$ cat config.mk
export PLATFORM = sky130hd
export DESIGN_NAME = alu_issue_ctrl_flat
export DESIGN_NICKNAME = d
export VERILOG_FILES = /design/src/rtl/alu_issue_ctrl_pkg.sv /design/src/rtl/alu_issue_ctrl_if.sv /design/src/rtl/alu_flag_gen.sv /design/src/rtl/alu_issue_ctrl.sv /design/src/flat_wrapper.sv
export SDC_FILE = /design/constraint.sdc
export NUM_CORES = 1
export LEC_CHECK = 0
export BUFFER_PORTS_ARGS = -buffer_cell sky130_fd_sc_hd__buf_2
export CAP_MARGIN = 10
export CORE_AREA = 2 2 120 122
export DETAILED_ROUTE_END_ITERATION = 8
export DIE_AREA = 0 0 122 124
export PLACE_DENSITY = 0.73
export REMOVE_ABC_BUFFERS = 1
export SYNTH_ARGS = -nofsm -noshare
export SYNTH_HDL_FRONTEND = slang
export SYNTH_HIERARCHICAL = 1
export SYNTH_SLANG_ARGS = --single-unit
$ cat constraint.sdc
create_clock -name clk -period 9.7 [get_ports clk]
set_input_delay 1.455 -clock clk [delete_from_list [all_inputs] [get_ports clk]]
set_output_delay 1.455 -clock clk [all_outputs]
set_load 0.01 [all_outputs]
$ cat src/rtl/alu_issue_ctrl_pkg.sv
// Shared definitions for ripple-ALU initiators: op codes, controller states and
// the op -> {op1,op2,sub,cin} control decode.
package alu_issue_ctrl_pkg;

  localparam int ALU_W      = 32;
  localparam int ALU_SETTLE = 4;

  localparam logic [2:0] ALU_AND = 3'd0;
  localparam logic [2:0] ALU_OR  = 3'd1;
  localparam logic [2:0] ALU_ADD = 3'd2;
  localparam logic [2:0] ALU_SUB = 3'd3;

  typedef enum logic [1:0] {
    ST_IDLE  = 2'd0,
    ST_DRIVE = 2'd1,
    ST_RESP  = 2'd2
  } state_e;

  typedef struct packed {
    logic op1;
    logic op2;
    logic sub;
    logic cin;
  } alu_ctl_t;

  function automatic logic alu_op_legal(input logic [2:0] op);
    return (op[2] == 1'b0);
  endfunction

  // SUB is a + ~b + 1, so it sets both sub and cin.
  function automatic alu_ctl_t alu_decode(input logic [2:0] op);
    alu_ctl_t c;
    c = '0;
    case (op)
      ALU_OR:  c.op1 = 1'b1;
      ALU_ADD: c.op2 = 1'b1;
      ALU_SUB: begin
        c.op2 = 1'b1;
        c.sub = 1'b1;
        c.cin = 1'b1;
      end
      default: c = '0;
    endcase
    return c;
  endfunction

endpackage

$ cat src/rtl/alu_issue_ctrl_if.sv
// Request, response and ALU-drive bundle of the ripple ALU issue controller.
// Both req and rsp are valid/ready: a transfer happens on a rising edge where
// valid && ready; valid and its payload stay stable until that edge.
interface alu_issue_ctrl_if #(parameter int W = 32);
  logic         req_valid;
  logic         req_ready;
  logic [2:0]   req_op;
  logic [W-1:0] req_a;
  logic [W-1:0] req_b;

  logic [W:0]   alu_a;
  logic [W:0]   alu_b;
  logic         alu_cin;
  logic [W:0]   alu_op1;
  logic [W:0]   alu_op2;
  logic [W:0]   alu_sub;
  logic [W:0]   alu_out;
  logic         alu_cout;

  logic         rsp_valid;
  logic         rsp_ready;
  logic [W-1:0] rsp_data;
  logic         rsp_zero;
  logic         rsp_carry;
  logic         rsp_ovf;
  logic         rsp_err;

  modport master (
    output req_valid, req_op, req_a, req_b, rsp_ready, alu_out, alu_cout,
    input  req_ready, alu_a, alu_b, alu_cin, alu_op1, alu_op2, alu_sub,
    input  rsp_valid, rsp_data, rsp_zero, rsp_carry, rsp_ovf, rsp_err
  );

  modport slave (
    input  req_valid, req_op, req_a, req_b, rsp_ready, alu_out, alu_cout,
    output req_ready, alu_a, alu_b, alu_cin, alu_op1, alu_op2, alu_sub,
    output rsp_valid, rsp_data, rsp_zero, rsp_carry, rsp_ovf, rsp_err
  );
endinterface

$ cat src/rtl/alu_flag_gen.sv
// Zero/carry/overflow flags for a settled ALU result; carry and overflow only
// have meaning for ADD/SUB.
module alu_flag_gen
  import alu_issue_ctrl_pkg::*;
#(
  parameter int W = 32
) (
  input  logic [2:0]   i_op,
  input  logic         i_a_msb,
  input  logic         i_b_msb,
  input  logic [W-1:0] i_res,
  input  logic         i_cout,
  output logic         o_zero,
  output logic         o_carry,
  output logic         o_ovf
);
  logic w_is_add;
  logic w_is_sub;
  logic w_res_flip;

  assign w_is_add   = (i_op == ALU_ADD);
  assign w_is_sub   = (i_op == ALU_SUB);
  assign w_res_flip = (i_res[W-1] != i_a_msb);

  assign o_zero  = (i_res == '0);
  assign o_carry = (w_is_add || w_is_sub) && i_cout;
  // SUB overflows only when the operand signs differ, ADD only when they match.
  assign o_ovf   = (w_is_add && (i_a_msb == i_b_msb) && w_res_flip) ||
                   (w_is_sub && (i_a_msb != i_b_msb) && w_res_flip);
endmodule

$ cat src/rtl/alu_issue_ctrl.sv
// Issues one (op,a,b) to the combinational ripple ALU, holds the drives for
// SETTLE cycles, then captures result and flags for the response channel.
module alu_issue_ctrl
  import alu_issue_ctrl_pkg::*;
#(
  parameter int W      = ALU_W,
  parameter int SETTLE = ALU_SETTLE
) (
  input  logic           clk,
  input  logic           rst,
  alu_issue_ctrl_if.slave bus,
  output state_e         o_dbg_state
);
  localparam int CW = $clog2(SETTLE + 1);

  state_e       r_state;
  state_e       w_state_nxt;
  logic [2:0]   r_op;
  logic [W-1:0] r_a;
  logic [W-1:0] r_b;
  logic [W-1:0] r_data;
  logic [CW-1:0] r_cnt;
  logic         r_drv_on;
  logic         r_zero;
  logic         r_carry;
  logic         r_ovf;
  logic         r_err;

  logic         w_accept;
  logic         w_legal;
  logic         w_capture;
  logic         w_rsp_done;
  logic         w_zero;
  logic         w_carry;
  logic         w_ovf;
  alu_ctl_t     w_ctl;

  assign w_accept   = (r_state == ST_IDLE) && bus.req_valid;
  assign w_legal    = alu_op_legal(bus.req_op);
  assign w_capture  = (r_state == ST_DRIVE) && r_drv_on && (r_cnt == '0);
  assign w_rsp_done = (r_state == ST_RESP) && bus.rsp_ready;

  always_comb begin
    w_state_nxt = r_state;
    case (r_state)
      ST_IDLE:  if (w_accept)   w_state_nxt = w_legal ? ST_DRIVE : ST_RESP;
      ST_DRIVE: if (w_capture)  w_state_nxt = ST_RESP;
      ST_RESP:  if (w_rsp_done) w_state_nxt = ST_IDLE;
      default:  w_state_nxt = ST_IDLE;
    endcase
  end

  alu_flag_gen #(.W(W)) u_flag_gen (
    .i_op    (r_op),
    .i_a_msb (r_a[W-1]),
    .i_b_msb (r_b[W-1]),
    .i_res   (bus.alu_out[W-1:0]),
    .i_cout  (bus.alu_cout),
    .o_zero  (w_zero),
    .o_carry (w_carry),
    .o_ovf   (w_ovf)
  );

  // The first DRIVE cycle only turns the drives on; the counter then spans
  // SETTLE held cycles, giving accept-to-response latency of SETTLE+1.
  always_ff @(posedge clk) begin
    if (rst) begin
      r_state  <= ST_IDLE;
      r_op     <= '0;
      r_a      <= '0;
      r_b      <= '0;
      r_data   <= '0;
      r_cnt    <= '0;
      r_drv_on <= 1'b0;
      r_zero   <= 1'b0;
      r_carry  <= 1'b0;
      r_ovf    <= 1'b0;
      r_err    <= 1'b0;
    end else begin
      r_state <= w_state_nxt;
      if (w_accept) begin
        r_op     <= bus.req_op;
        r_a      <= bus.req_a;
        r_b      <= bus.req_b;
        r_cnt    <= CW'(SETTLE - 1);
        r_drv_on <= 1'b0;
        r_data   <= '0;
        r_zero   <= 1'b0;
        r_carry  <= 1'b0;
        r_ovf    <= 1'b0;
        r_err    <= ~w_legal;
      end
      if (r_state == ST_DRIVE) begin
        if (!r_drv_on) begin
          r_drv_on <= 1'b1;
        end else if (w_capture) begin
          r_data  <= bus.alu_out[W-1:0];
          r_zero  <= w_zero;
          r_carry <= w_carry;
          r_ovf   <= w_ovf;
        end else begin
          r_cnt <= r_cnt - CW'(1);
        end
      end
      if (w_rsp_done) begin
        r_drv_on <= 1'b0;
        r_data   <= '0;
        r_zero   <= 1'b0;
        r_carry  <= 1'b0;
        r_ovf    <= 1'b0;
        r_err    <= 1'b0;
      end
    end
  end

  assign w_ctl = r_drv_on ? alu_decode(r_op) : '0;

  assign bus.alu_a   = r_drv_on ? {1'b0, r_a} : '0;
  assign bus.alu_b   = r_drv_on ? {1'b0, r_b} : '0;
  assign bus.alu_cin = w_ctl.cin;
  assign bus.alu_op1 = {(W+1){w_ctl.op1}};
  assign bus.alu_op2 = {(W+1){w_ctl.op2}};
  assign bus.alu_sub = {(W+1){w_ctl.sub}};

  assign bus.req_ready = (r_state == ST_IDLE);
  assign bus.rsp_valid = (r_state == ST_RESP);
  assign bus.rsp_data  = r_data;
  assign bus.rsp_zero  = r_zero;
  assign bus.rsp_carry = r_carry;
  assign bus.rsp_ovf   = r_ovf;
  assign bus.rsp_err   = r_err;

  assign o_dbg_state = r_state;
endmodule

$ cat src/flat_wrapper.sv
// flat-port wrapper written by rule: the top's interface ports become plain ports
module alu_issue_ctrl_flat import alu_issue_ctrl_pkg::*;
#(
  parameter int W      = ALU_W,
  parameter int SETTLE = ALU_SETTLE
)
  (clk, rst, o_dbg_state, bus_req_valid, bus_req_op, bus_req_a, bus_req_b, bus_rsp_ready, bus_alu_out, bus_alu_cout, bus_req_ready, bus_alu_a, bus_alu_b, bus_alu_cin, bus_alu_op1, bus_alu_op2, bus_alu_sub, bus_rsp_valid, bus_rsp_data, bus_rsp_zero, bus_rsp_carry, bus_rsp_ovf, bus_rsp_err);
  alu_issue_ctrl_if #(.W(W)) bus_i ();
  input  logic clk;
  input  logic rst;
  output state_e o_dbg_state;
  input wire logic [$bits(bus_i.req_valid)-1:0] bus_req_valid;
  input wire logic [$bits(bus_i.req_op)-1:0] bus_req_op;
  input wire logic [$bits(bus_i.req_a)-1:0] bus_req_a;
  input wire logic [$bits(bus_i.req_b)-1:0] bus_req_b;
  input wire logic [$bits(bus_i.rsp_ready)-1:0] bus_rsp_ready;
  input wire logic [$bits(bus_i.alu_out)-1:0] bus_alu_out;
  input wire logic [$bits(bus_i.alu_cout)-1:0] bus_alu_cout;
  output wire logic [$bits(bus_i.req_ready)-1:0] bus_req_ready;
  output wire logic [$bits(bus_i.alu_a)-1:0] bus_alu_a;
  output wire logic [$bits(bus_i.alu_b)-1:0] bus_alu_b;
  output wire logic [$bits(bus_i.alu_cin)-1:0] bus_alu_cin;
  output wire logic [$bits(bus_i.alu_op1)-1:0] bus_alu_op1;
  output wire logic [$bits(bus_i.alu_op2)-1:0] bus_alu_op2;
  output wire logic [$bits(bus_i.alu_sub)-1:0] bus_alu_sub;
  output wire logic [$bits(bus_i.rsp_valid)-1:0] bus_rsp_valid;
  output wire logic [$bits(bus_i.rsp_data)-1:0] bus_rsp_data;
  output wire logic [$bits(bus_i.rsp_zero)-1:0] bus_rsp_zero;
  output wire logic [$bits(bus_i.rsp_carry)-1:0] bus_rsp_carry;
  output wire logic [$bits(bus_i.rsp_ovf)-1:0] bus_rsp_ovf;
  output wire logic [$bits(bus_i.rsp_err)-1:0] bus_rsp_err;
  assign bus_i.req_valid = bus_req_valid;
  assign bus_i.req_op = bus_req_op;
  assign bus_i.req_a = bus_req_a;
  assign bus_i.req_b = bus_req_b;
  assign bus_i.rsp_ready = bus_rsp_ready;
  assign bus_i.alu_out = bus_alu_out;
  assign bus_i.alu_cout = bus_alu_cout;
  assign bus_req_ready = bus_i.req_ready;
  assign bus_alu_a = bus_i.alu_a;
  assign bus_alu_b = bus_i.alu_b;
  assign bus_alu_cin = bus_i.alu_cin;
  assign bus_alu_op1 = bus_i.alu_op1;
  assign bus_alu_op2 = bus_i.alu_op2;
  assign bus_alu_sub = bus_i.alu_sub;
  assign bus_rsp_valid = bus_i.rsp_valid;
  assign bus_rsp_data = bus_i.rsp_data;
  assign bus_rsp_zero = bus_i.rsp_zero;
  assign bus_rsp_carry = bus_i.rsp_carry;
  assign bus_rsp_ovf = bus_i.rsp_ovf;
  assign bus_rsp_err = bus_i.rsp_err;
  alu_issue_ctrl #(.W(W), .SETTLE(SETTLE)) u_core (.clk(clk), .rst(rst), .bus(bus_i), .o_dbg_state(o_dbg_state));
endmodule
==> metrics <==
status=finished clean; IO Port Bufs=307; area of the multi-input gates=2240 µm²; top cell type's share of synthesized area=0.401; crit-path cells=and3b_1, and2_1, buf_2; reg2reg setup slack=7490 ps; P&R area growth vs syn=21.2%; commonest non-fill, non-tap cell in the layout=buf_2; nets=968; total gr overflow=0; number of synthesized flops with an enable pin=0; Worst Setup End Kind=output pin; Register Area=2180 µm²; clock latency on the worst-skew pair=350 ps; CP max stage delay=810 ps; largest net degree at the start of global routing=74; CTS buffer count=9; Initial Util=0.397; fmax=0.250 GHz; Avg Vias per Cell=4.78; Final Power=998 µW; Worst Max-Slew Pin Slew=961 ps; WS Path Type=reg2out; number of remaining DRC errors=0; initial antenna violation count=0; clk root buf=clkbuf_16; I/O pin count=311; leak pwr=0.00328 µW; vias in the first global route=4192; die width=122 µm; critical path's slowest cell=and3b_1; cts hold-fix bufs=0; commonest cells after routing, fill and taps aside=buf_2, nand2_1, dfxtp_1, a21oi_1, and2_1; H-tree depth=3; Cells after DPL=1029; first-pass GRT wire length=21300 µm; Async S/R FF share, synth=0; crit path DAT=2540 ps; Cell variety after synth=32; Syn Inst Count=689; CP startpoint kind=flop; final standard cell utilization of the core=0.481; worst-path fanout max=34; CORE AREA=13700 µm²; CTS tree=built; post-route insts no fill=1046; Max VDD drop=0.143 mV; via count=4998; Slew headroom=0.359; Critical Path RT=8250 ps; Netlist Area Pre-Place=5450 µm²; Final Hold Fails=0; fraction of layout cells with a size suffix above 1=0.391; setup repair after global routing missed its margin=false; fin. max-slew vios=0; Most used DFF post-synth=dfxtp_1; Iter 0 DRT Violations=316; Tmin final=3990 ps; total number of yosys warnings=6; Tot GR Track Use=0.178; HPWL after DPL=9850 µm; GP Congestion=0.754; die height=124 µm; syn_area_per_cell=7.91 µm²; ant diodes=0; Hold Path Class=reg2reg; Post-CTS Resized=0; Clock Sinks=109; post-route ant nets=0; number of setup buffers added after CTS=0; endpoints failing setup=0; post-synthesis sequential area ratio=0.401; Seq cells post-synth=109; Max clock buf depth=2; Final period util=0.412; Post-Route Skew=7.53 ps; pwr dens=151 nW/µm²; row count=43; First-pass DRT Iterations=5; DR WL/cell=13.8 µm; cell taking the most area after synthesis=dfxtp_1; CTS clk-pin slew, worst paths=70 ps; Synth area leaders=dfxtp_1, buf_4, a21oi_1; fill count=1399; max_cap viols=0; final WL=14400 µm; Die Footprint=15100 µm²
[critical path, delay by kind of cell (launching register included)]
kind                   cells  cell delay, ps
DFF                        1             380
and+or+nand+nor            2            1550
buffers and inverters      1             260
[cell families after synthesis]
| family | Yosys count | share of synthesized area |
|---|---|---|
| mux | 1 | 0.00184 |
| simple gates | 265 | 0.238 |
| other cells | 1 | 0.000688 |
| fa+ha+maj | 2 | 0.00459 |
| flops | 109 | 0.401 |
| buf+inv | 160 | 0.195 |
| compound gates | 150 | 0.158 |
| xor+xnor | 1 | 0.00161 |
[power breakdown]
part / leakage, µW / internal [µW] / total (µW) / switching, µW
combinational: 0.00224 / 47.2 / 132 / 84.4
sequential: 0.000890 / 469 / 480 / 11.2
clock: 0.000154 / 218 / 386 / 169
total: 0.00328 / 733 / 998 / 264
[registers in the layout, indices dropped and copies added, names as in the netlist]
name                  count
u_core/bus.rsp_ovf        1
u_core/bus.rsp_zero       1
u_core/o_dbg_state        2
u_core/r_drv_on           1
u_core/bus.rsp_err        1
u_core/bus.rsp_carry      1
u_core/r_a               32
u_core/r_op               3
u_core/r_cnt              3
u_core/bus.rsp_data      32
u_core/r_b               32
[layout make-up]
| type | instances | share of cell area |
|---|---|---|
| clock inverter | 5 | 0.0100 |
| inverter | 4 | 0.00227 |
| clock buffer | 11 | 0.0383 |
| sequential | 109 | 0.331 |
| multi-input combinational | 421 | 0.339 |
| timing repair buffer | 316 | 0.246 |
| tap | 180 | 0.0341 |
[stage by stage]
stage	hold slack, ps	setup slack (ps)	cell area, µm²	TNS (ps)
after floorplan	426	-2050	4410	-67550
after detailed placement	442	6070	6260	0
after global routing	468	5380	6600	0
after global placement	437	6180	6260	0
final	449	5710	6600	0
after CTS	452	5680	6580	0
[path summary, 6_finish.rpt]
path,cells after the start,from,end
worst max-delay path,3,u_core/r_op[2],bus_alu_sub[7]
worst min-delay path,2,u_core/r_a[22],u_core/r_a[22]
worst max register to register,4,u_core/o_dbg_state[1],u_core/bus.rsp_data[27]
worst min register to register,2,u_core/r_a[22],u_core/r_a[22]
[synth_stat cells (4+ instances only)]
master	instances
a21oi_1	105
and2_1	65
buf_2	23
buf_4	101
buf_6	7
clkbuf_1	25
dfxtp_1	109
inv_1	4
nand2_1	136
nand3_1	35
nor2b_1	4
nor4_1	8
o211ai_1	36
[metal layers]
| layer | GRT usage | up-vias | part of all wire |
|---|---|---|---|
| met5 | 0 | - | 0 |
| met4 | 0.0524 | 0 | 0.012 |
| met3 | 0.0650 | 12 | 0.10 |
| met2 | 0.270 | 236 | 0.43 |
| met1 | 0.237 | 2219 | 0.45 |
| li1 | - | 2531 | - |
(Power assumes the default switching activity.)
